==> config.mk <==
export PLATFORM = sky130hd
export DESIGN_NAME = output_pulse_driver_flat
export DESIGN_NICKNAME = d
export VERILOG_FILES = /design/src/rtl/output_pulse_driver_if.sv /design/src/rtl/output_pulse_driver.sv /design/src/flat_wrapper.sv
export SDC_FILE = /design/constraint.sdc
export NUM_CORES = 1
export LEC_CHECK = 0
export CORE_ASPECT_RATIO = 2
export CORE_MARGIN = 8
export CORE_UTILIZATION = 40
export DETAILED_ROUTE_END_ITERATION = 8
export SLEW_MARGIN = 25
export SYNTH_ARGS = -nofsm -noshare
export SYNTH_HDL_FRONTEND = slang
export SYNTH_SLANG_ARGS = --single-unit
==> constraint.sdc <==
create_clock -name clk -period 7.4 [get_ports clk]
set_input_delay 2.22 -clock clk [delete_from_list [all_inputs] [get_ports clk]]
set_output_delay 2.22 -clock clk [all_outputs]
set_load 0.05 [all_outputs]
==> src/rtl/output_pulse_driver_if.sv <==
// Event-strobe in, timed-pulse out bundle for output_pulse_driver; ovf/ovf_clr exist only
// when OUTPUT_PULSE_OVF_EN is defined.
interface output_pulse_driver_if #(
  parameter int PEND_W = 4
);
  logic              trig;
  logic              o;
  logic              busy;
  logic [PEND_W-1:0] pending;
`ifdef OUTPUT_PULSE_OVF_EN
  logic              ovf;
  logic              ovf_clr;
`endif

  // master is the event source / status observer, slave is the pulse driver
  modport master (
    output trig,
`ifdef OUTPUT_PULSE_OVF_EN
    output ovf_clr,
    input  ovf,
`endif
    input  o,
    input  busy,
    input  pending
  );

  modport slave (
    input  trig,
`ifdef OUTPUT_PULSE_OVF_EN
    input  ovf_clr,
    output ovf,
`endif
    output o,
    output busy,
    output pending
  );
endinterface

==> src/rtl/output_pulse_driver.sv <==
// Turns single-cycle trig strobes into HIGH_CYCLES-wide pulses separated by >= GAP_CYCLES idle;
// latency trig@t -> o active @t+1; overlapping events queue (saturating), overflow flag via OUTPUT_PULSE_OVF_EN.
// No backpressure: trig is always accepted; events beyond the queue limit are dropped.
module output_pulse_driver #(
  parameter int       HIGH_CYCLES = 1_000_000,
  parameter int       GAP_CYCLES  = 1_000_000,
  parameter int       PEND_W      = 4,
  parameter bit       IDLE_LEVEL  = 1'b0
) (
  input  logic                   clk,
  input  logic                   rst_n,
  output_pulse_driver_if.slave   bus
);

  localparam int MAX_CYC = (HIGH_CYCLES > GAP_CYCLES) ? HIGH_CYCLES : GAP_CYCLES;
  localparam int CNT_W   = (MAX_CYC < 1) ? 1 : $clog2(MAX_CYC + 1);

  localparam logic [CNT_W-1:0]  HIGH_LOAD = CNT_W'(HIGH_CYCLES - 1);
  localparam logic [CNT_W-1:0]  GAP_LOAD  = CNT_W'(GAP_CYCLES - 1);
  localparam logic [PEND_W-1:0] PEND_MAX  = {PEND_W{1'b1}};
  localparam logic [PEND_W-1:0] PEND_ONE  = PEND_W'(1);
  localparam logic [CNT_W-1:0]  CNT_ONE   = CNT_W'(1);

  typedef enum logic [1:0] {
    IDLE   = 2'd0,
    ACTIVE = 2'd1,
    GAP    = 2'd2
  } state_t;

  state_t            state_q, state_d;
  logic [CNT_W-1:0]  cnt_q, cnt_d;
  logic              o_q, o_d;
  logic [PEND_W-1:0] pending_q, pending_d;
  logic              start;
  logic              consume;
  logic              drop;

  assign start = bus.trig | (pending_q != '0);

  always_ff @(posedge clk or negedge rst_n) begin
    if (!rst_n) begin
      state_q   <= IDLE;
      cnt_q     <= '0;
      o_q       <= IDLE_LEVEL;
      pending_q <= '0;
    end else begin
      state_q   <= state_d;
      cnt_q     <= cnt_d;
      o_q       <= o_d;
      pending_q <= pending_d;
    end
  end

  // Pulse sequencing: a new pulse may start from IDLE, or straight out of an expired GAP.
  always_comb begin
    state_d = state_q;
    cnt_d   = cnt_q;
    o_d     = o_q;
    consume = 1'b0;
    case (state_q)
      IDLE: begin
        if (start) begin
          state_d = ACTIVE;
          o_d     = ~IDLE_LEVEL;
          cnt_d   = HIGH_LOAD;
          consume = 1'b1;
        end
      end
      ACTIVE: begin
        if (cnt_q != '0) begin
          cnt_d = cnt_q - CNT_ONE;
        end else begin
          state_d = GAP;
          o_d     = IDLE_LEVEL;
          cnt_d   = GAP_LOAD;
        end
      end
      GAP: begin
        if (cnt_q != '0) begin
          cnt_d = cnt_q - CNT_ONE;
        end else if (start) begin
          state_d = ACTIVE;
          o_d     = ~IDLE_LEVEL;
          cnt_d   = HIGH_LOAD;
          consume = 1'b1;
        end else begin
          state_d = IDLE;
        end
      end
      default: begin
        state_d = IDLE;
        o_d     = IDLE_LEVEL;
        cnt_d   = '0;
      end
    endcase
  end

  // A trig consumed in its own cycle nets to zero and never touches the queue.
  always_comb begin
    pending_d = pending_q;
    drop      = 1'b0;
    case ({bus.trig, consume})
      2'b10: begin
        if (pending_q == PEND_MAX) begin
          drop = 1'b1;
        end else begin
          pending_d = pending_q + PEND_ONE;
        end
      end
      2'b01:   pending_d = pending_q - PEND_ONE;
      default: pending_d = pending_q;
    endcase
  end

  assign bus.o       = o_q;
  assign bus.busy    = (state_q != IDLE);
  assign bus.pending = pending_q;

`ifdef OUTPUT_PULSE_OVF_EN
  logic ovf_q;

  // Set beats a simultaneous clear so a drop is never lost.
  always_ff @(posedge clk or negedge rst_n) begin
    if (!rst_n) begin
      ovf_q <= 1'b0;
    end else begin
      ovf_q <= drop | (ovf_q & ~bus.ovf_clr);
    end
  end

  assign bus.ovf = ovf_q;
`else
  logic unused_drop;
  assign unused_drop = drop;
`endif

endmodule
==> src/flat_wrapper.sv <==
// flat-port wrapper written by rule: the top's interface ports become plain ports
module output_pulse_driver_flat 
#(
  parameter int       HIGH_CYCLES = 1_000_000,
  parameter int       GAP_CYCLES  = 1_000_000,
  parameter int       PEND_W      = 4,
  parameter bit       IDLE_LEVEL  = 1'b0
)
  (clk, rst_n, bus_trig, bus_o, bus_busy, bus_pending);
  output_pulse_driver_if #(.PEND_W(PEND_W)) bus_i ();
  input  logic clk;
  input  logic rst_n;
  input wire logic [$bits(bus_i.trig)-1:0] bus_trig;
  output wire logic [$bits(bus_i.o)-1:0] bus_o;
  output wire logic [$bits(bus_i.busy)-1:0] bus_busy;
  output wire logic [$bits(bus_i.pending)-1:0] bus_pending;
  assign bus_i.trig = bus_trig;
  assign bus_o = bus_i.o;
  assign bus_busy = bus_i.busy;
  assign bus_pending = bus_i.pending;
  output_pulse_driver #(.HIGH_CYCLES(HIGH_CYCLES), .GAP_CYCLES(GAP_CYCLES), .PEND_W(PEND_W), .IDLE_LEVEL(IDLE_LEVEL)) u_core (.clk(clk), .rst_n(rst_n), .bus(bus_i));
endmodule
==> impl_metrics.csv <==
group,metric,value,unit
synth,synthTopCellsByCount,"dfrtp_1 (27), nor2_1 (27), o21ai_1 (13)",
timing,finalCritPeriodShare,60.66,%
synth,yosysTopAreaCell,"dfrtp_1",
floorplan,dieWidth,60.22,um
run,drv_cap,0,
cts,clockRootBuffer,"clkbuf_8",
detailed_routing,firstDrtPassIters,4,
cts,cts_num_sinks,27,
hold_path,hp-start,"u_core.bus.o$_DFFE_PN0P_",
synth,synth_top_area_share,43.20,%
detailed_routing,wire_per_inst,15.97,um
cts,ctsResizeCount,0,
critical_path,startpoint_type,"flop",
power_and_ir_drop,ir_worst_vdd,182.5,uV
synth,synthCells,175,
layout,diodes,0,
timing,setup_tns,0,ps
timing,post-route-worst-setup-slack,2911,ps
timing,slew_viol_final,0,
timing,max_clock_freq,222.8,MHz
timing,setup_viol,0,
critical_path,r2r_slack,4430,ps
synth,async_flop_share,100.0,%
cts,clk_latency,270,ps
place,gp_congestion,0.7837,
floorplan,io_pins,9,
critical_path,worstSetupStartpoint,"u_core.state_q[1]$_DFFE_PN0P_",
synth,syn_nets,180,
synth,ys_seq_elements,27,
grt,grt_use_total,13.32,%
grt,grt_pass1_wl,6596,um
layout,drive_gt1_share,7.104,%
timing,worstMarginPinSlew,698.1,ps
synth,synth_edf_count,0,
critical_path,endpoint,"bus_busy",
synth,synth.avg_cell_area,8.937,um2
synth,syn_area,0.001564,mm2
floorplan,die_h,104.4,um
power_and_ir_drop,leakagePower,0.6524,nW
power_and_ir_drop,power.density,286.9,mW/mm2
timing,slew_headroom,53.03,%
timing,post-route-min-period,4489,ps
detailed_routing,ant_nets,0,
floorplan,dieArea,0.006288,mm2
grt,gr-total-overflow,0,
layout,nets,189,
timing,hold_viol_final,0,
synth,synth_warnings,0,
synth,synth_flop_cell,"dfrtp_1",
timing,rsz0062_at_grt,"false",
floorplan,start_util,41.12,%
detailed_routing,vias,1353,
detailed_routing,drcViolationCount,0,
detailed_routing,drt_iter0_markers,28,
status,outcome,"complete, no violations",
critical_path,critPathRequiredTime,5180,ps
cts,h-tree-depth,1,
grt,grt_pass1_vias,1445,
detailed_routing,via_per_inst,5.782,
place,portBuffers,8,
cts,hold_buffers,0,
synth,synth_area_leaders,"dfrtp_1 (43%), nor2_1 (6.5%), o21ai_1 (4.2%)",
place,dpl_worst_slack,3106,ps
detailed_routing,drt_wl_total,3737,um
hold_path,hp-class,"flop to flop",
critical_path,worst_setup_path_end_kind,"primary output",
critical_path,r2r-start,"u_core.cnt_q[4]$_DFF_PN0_",
cts,cts_buffers,3,
critical_path,r2r-end,"u_core.bus.pending[2]$_DFFE_PN0P_",
timing,skew,2.257,ps
critical_path,worstSetupPathType,"flop to primary output",
critical_path,r2r_cells,10,
place,dpl.hpwl,2835,um
synth,seq_area_frac_synth,43.20,%
cts,cts_tree,"done",
cts,cts_buffer_depth,2,
floorplan,core-area,0.003804,mm2
grt,grt_max_degree,28,
cts,path_clk_slew,90,ps
cts,post-cts-setup-buffers,0,
critical_path,crit_arrival,2270,ps
synth,yosysUniqueCellTypes,43,
critical_path,worstPathMaxFanout,13,
layout,syn2layout_area_growth,11.60,%
floorplan,core.rowCount,32,
grt,antenna_found_initial,0,
## registers in the layout (all words and copies together) (netlist names)
name,flops
u_core.bus.o,1
u_core.bus.pending,4
u_core.cnt_q,20
u_core.state_q,2
## worst min path at each step
| stage | endpoint | slack [ps] | cells past startpoint |
|---|---|---|---|
| 6_report | u_core.bus.o$_DFFE_PN0P_ | 500 | 1 |
| 5_1_grt | u_core.bus.o$_DFFE_PN0P_ | 520 | 1 |
| 4_1_cts | u_core.cnt_q[8]$_DFF_PN0_ | 500 | 1 |
| 3_5_place_dp | u_core.bus.o$_DFFE_PN0P_ | 480 | 1 |
| 3_3_place_gp | u_core.cnt_q[8]$_DFF_PN0_ | 470 | 1 |
| 2_1_floorplan | u_core.cnt_q[8]$_DFF_PN0_ | 450 | 1 |
## critical path, cell delays in order (launching register included)
cell and delay [ps]:
dfrtp_1 560, nor2_1 560, inv_2 140, clkdlybuf4s50_1 740
## power by group
part | internal, mW | leakage, nW | switching, mW
Combinational | 0.0713 | 0.322 | 0.102
Clock | 0.0387 | 0.0228 | 0.0459
Sequential | 0.188 | 0.307 | 0.0549
## metal layers
metal | share of wire, % | GRT usage (%) | vias to the layer above
li1 | - | - | 654
met1 | 38 | 13.47 | 671
met2 | 57 | 24.46 | 21
met3 | 2.9 | 2.478 | 7
met4 | 1.9 | 5.508 | 0
met5 | 0 | 0 | -
## final cells by class
class	count	area (um2)
Clock buffer	4	45.04
Fill cell	372	2058
Multi-Input combinational cell	138	850.8
Sequential cell	27	675.6
Timing Repair Buffer	10	95.09
Tap cell	51	63.81
Inverter	4	15.01
## stage by stage
stage | total power [mW] | hold slack, ps | instances | instance area (um2) | util [%]
3_3_place_gp | 0.4105 | 473.6 | 230 | 1700 | 44.70
5_1_grt | 0.5344 | 522.6 | 234 | 1745 | 45.89
4_1_cts | 0.5040 | 498.2 | 234 | 1745 | 45.89
2_1_floorplan | 0.3606 | 451.5 | 175 | 1564 | -
3_5_place_dp | 0.4185 | 480.8 | 230 | 1700 | 44.70
6_report | 0.5007 | 503.1 | 234 | 1745 | 45.89
## logic make-up (layout without fill, tap and decap cells)
| family | Yosys count | after routing | synth area share [%] |
|---|---|---|---|
| buffers and inverters | 10 | 18 | 2.400 |
| xor gates and xnor gates | 9 | 9 | 5.040 |
| and+or+nand+nor | 77 | 77 | 24.80 |
| DFF | 27 | 27 | 43.20 |
| adders and majority gates | 2 | 2 | 1.600 |
| AOI/OAI and AO/OA | 45 | 45 | 19.52 |
| muxes | 5 | 5 | 3.440 |
## cells in the final DEF (no fill, tap or decap), types with 4 or more instances in the layout
cell type	netlist	layout
xor2_1	7	7
a21oi_1	7	7
o21ai_1	13	13
o31ai_1	4	4
or3_1	7	7
nor2_1	27	27
nor3_1	10	10
nand2_1	11	11
clkdlybuf4s50_1	0	8
nand3_1	5	5
dfrtp_1	27	27
o22ai_1	6	6
Power figures use the tool's default switching activity.
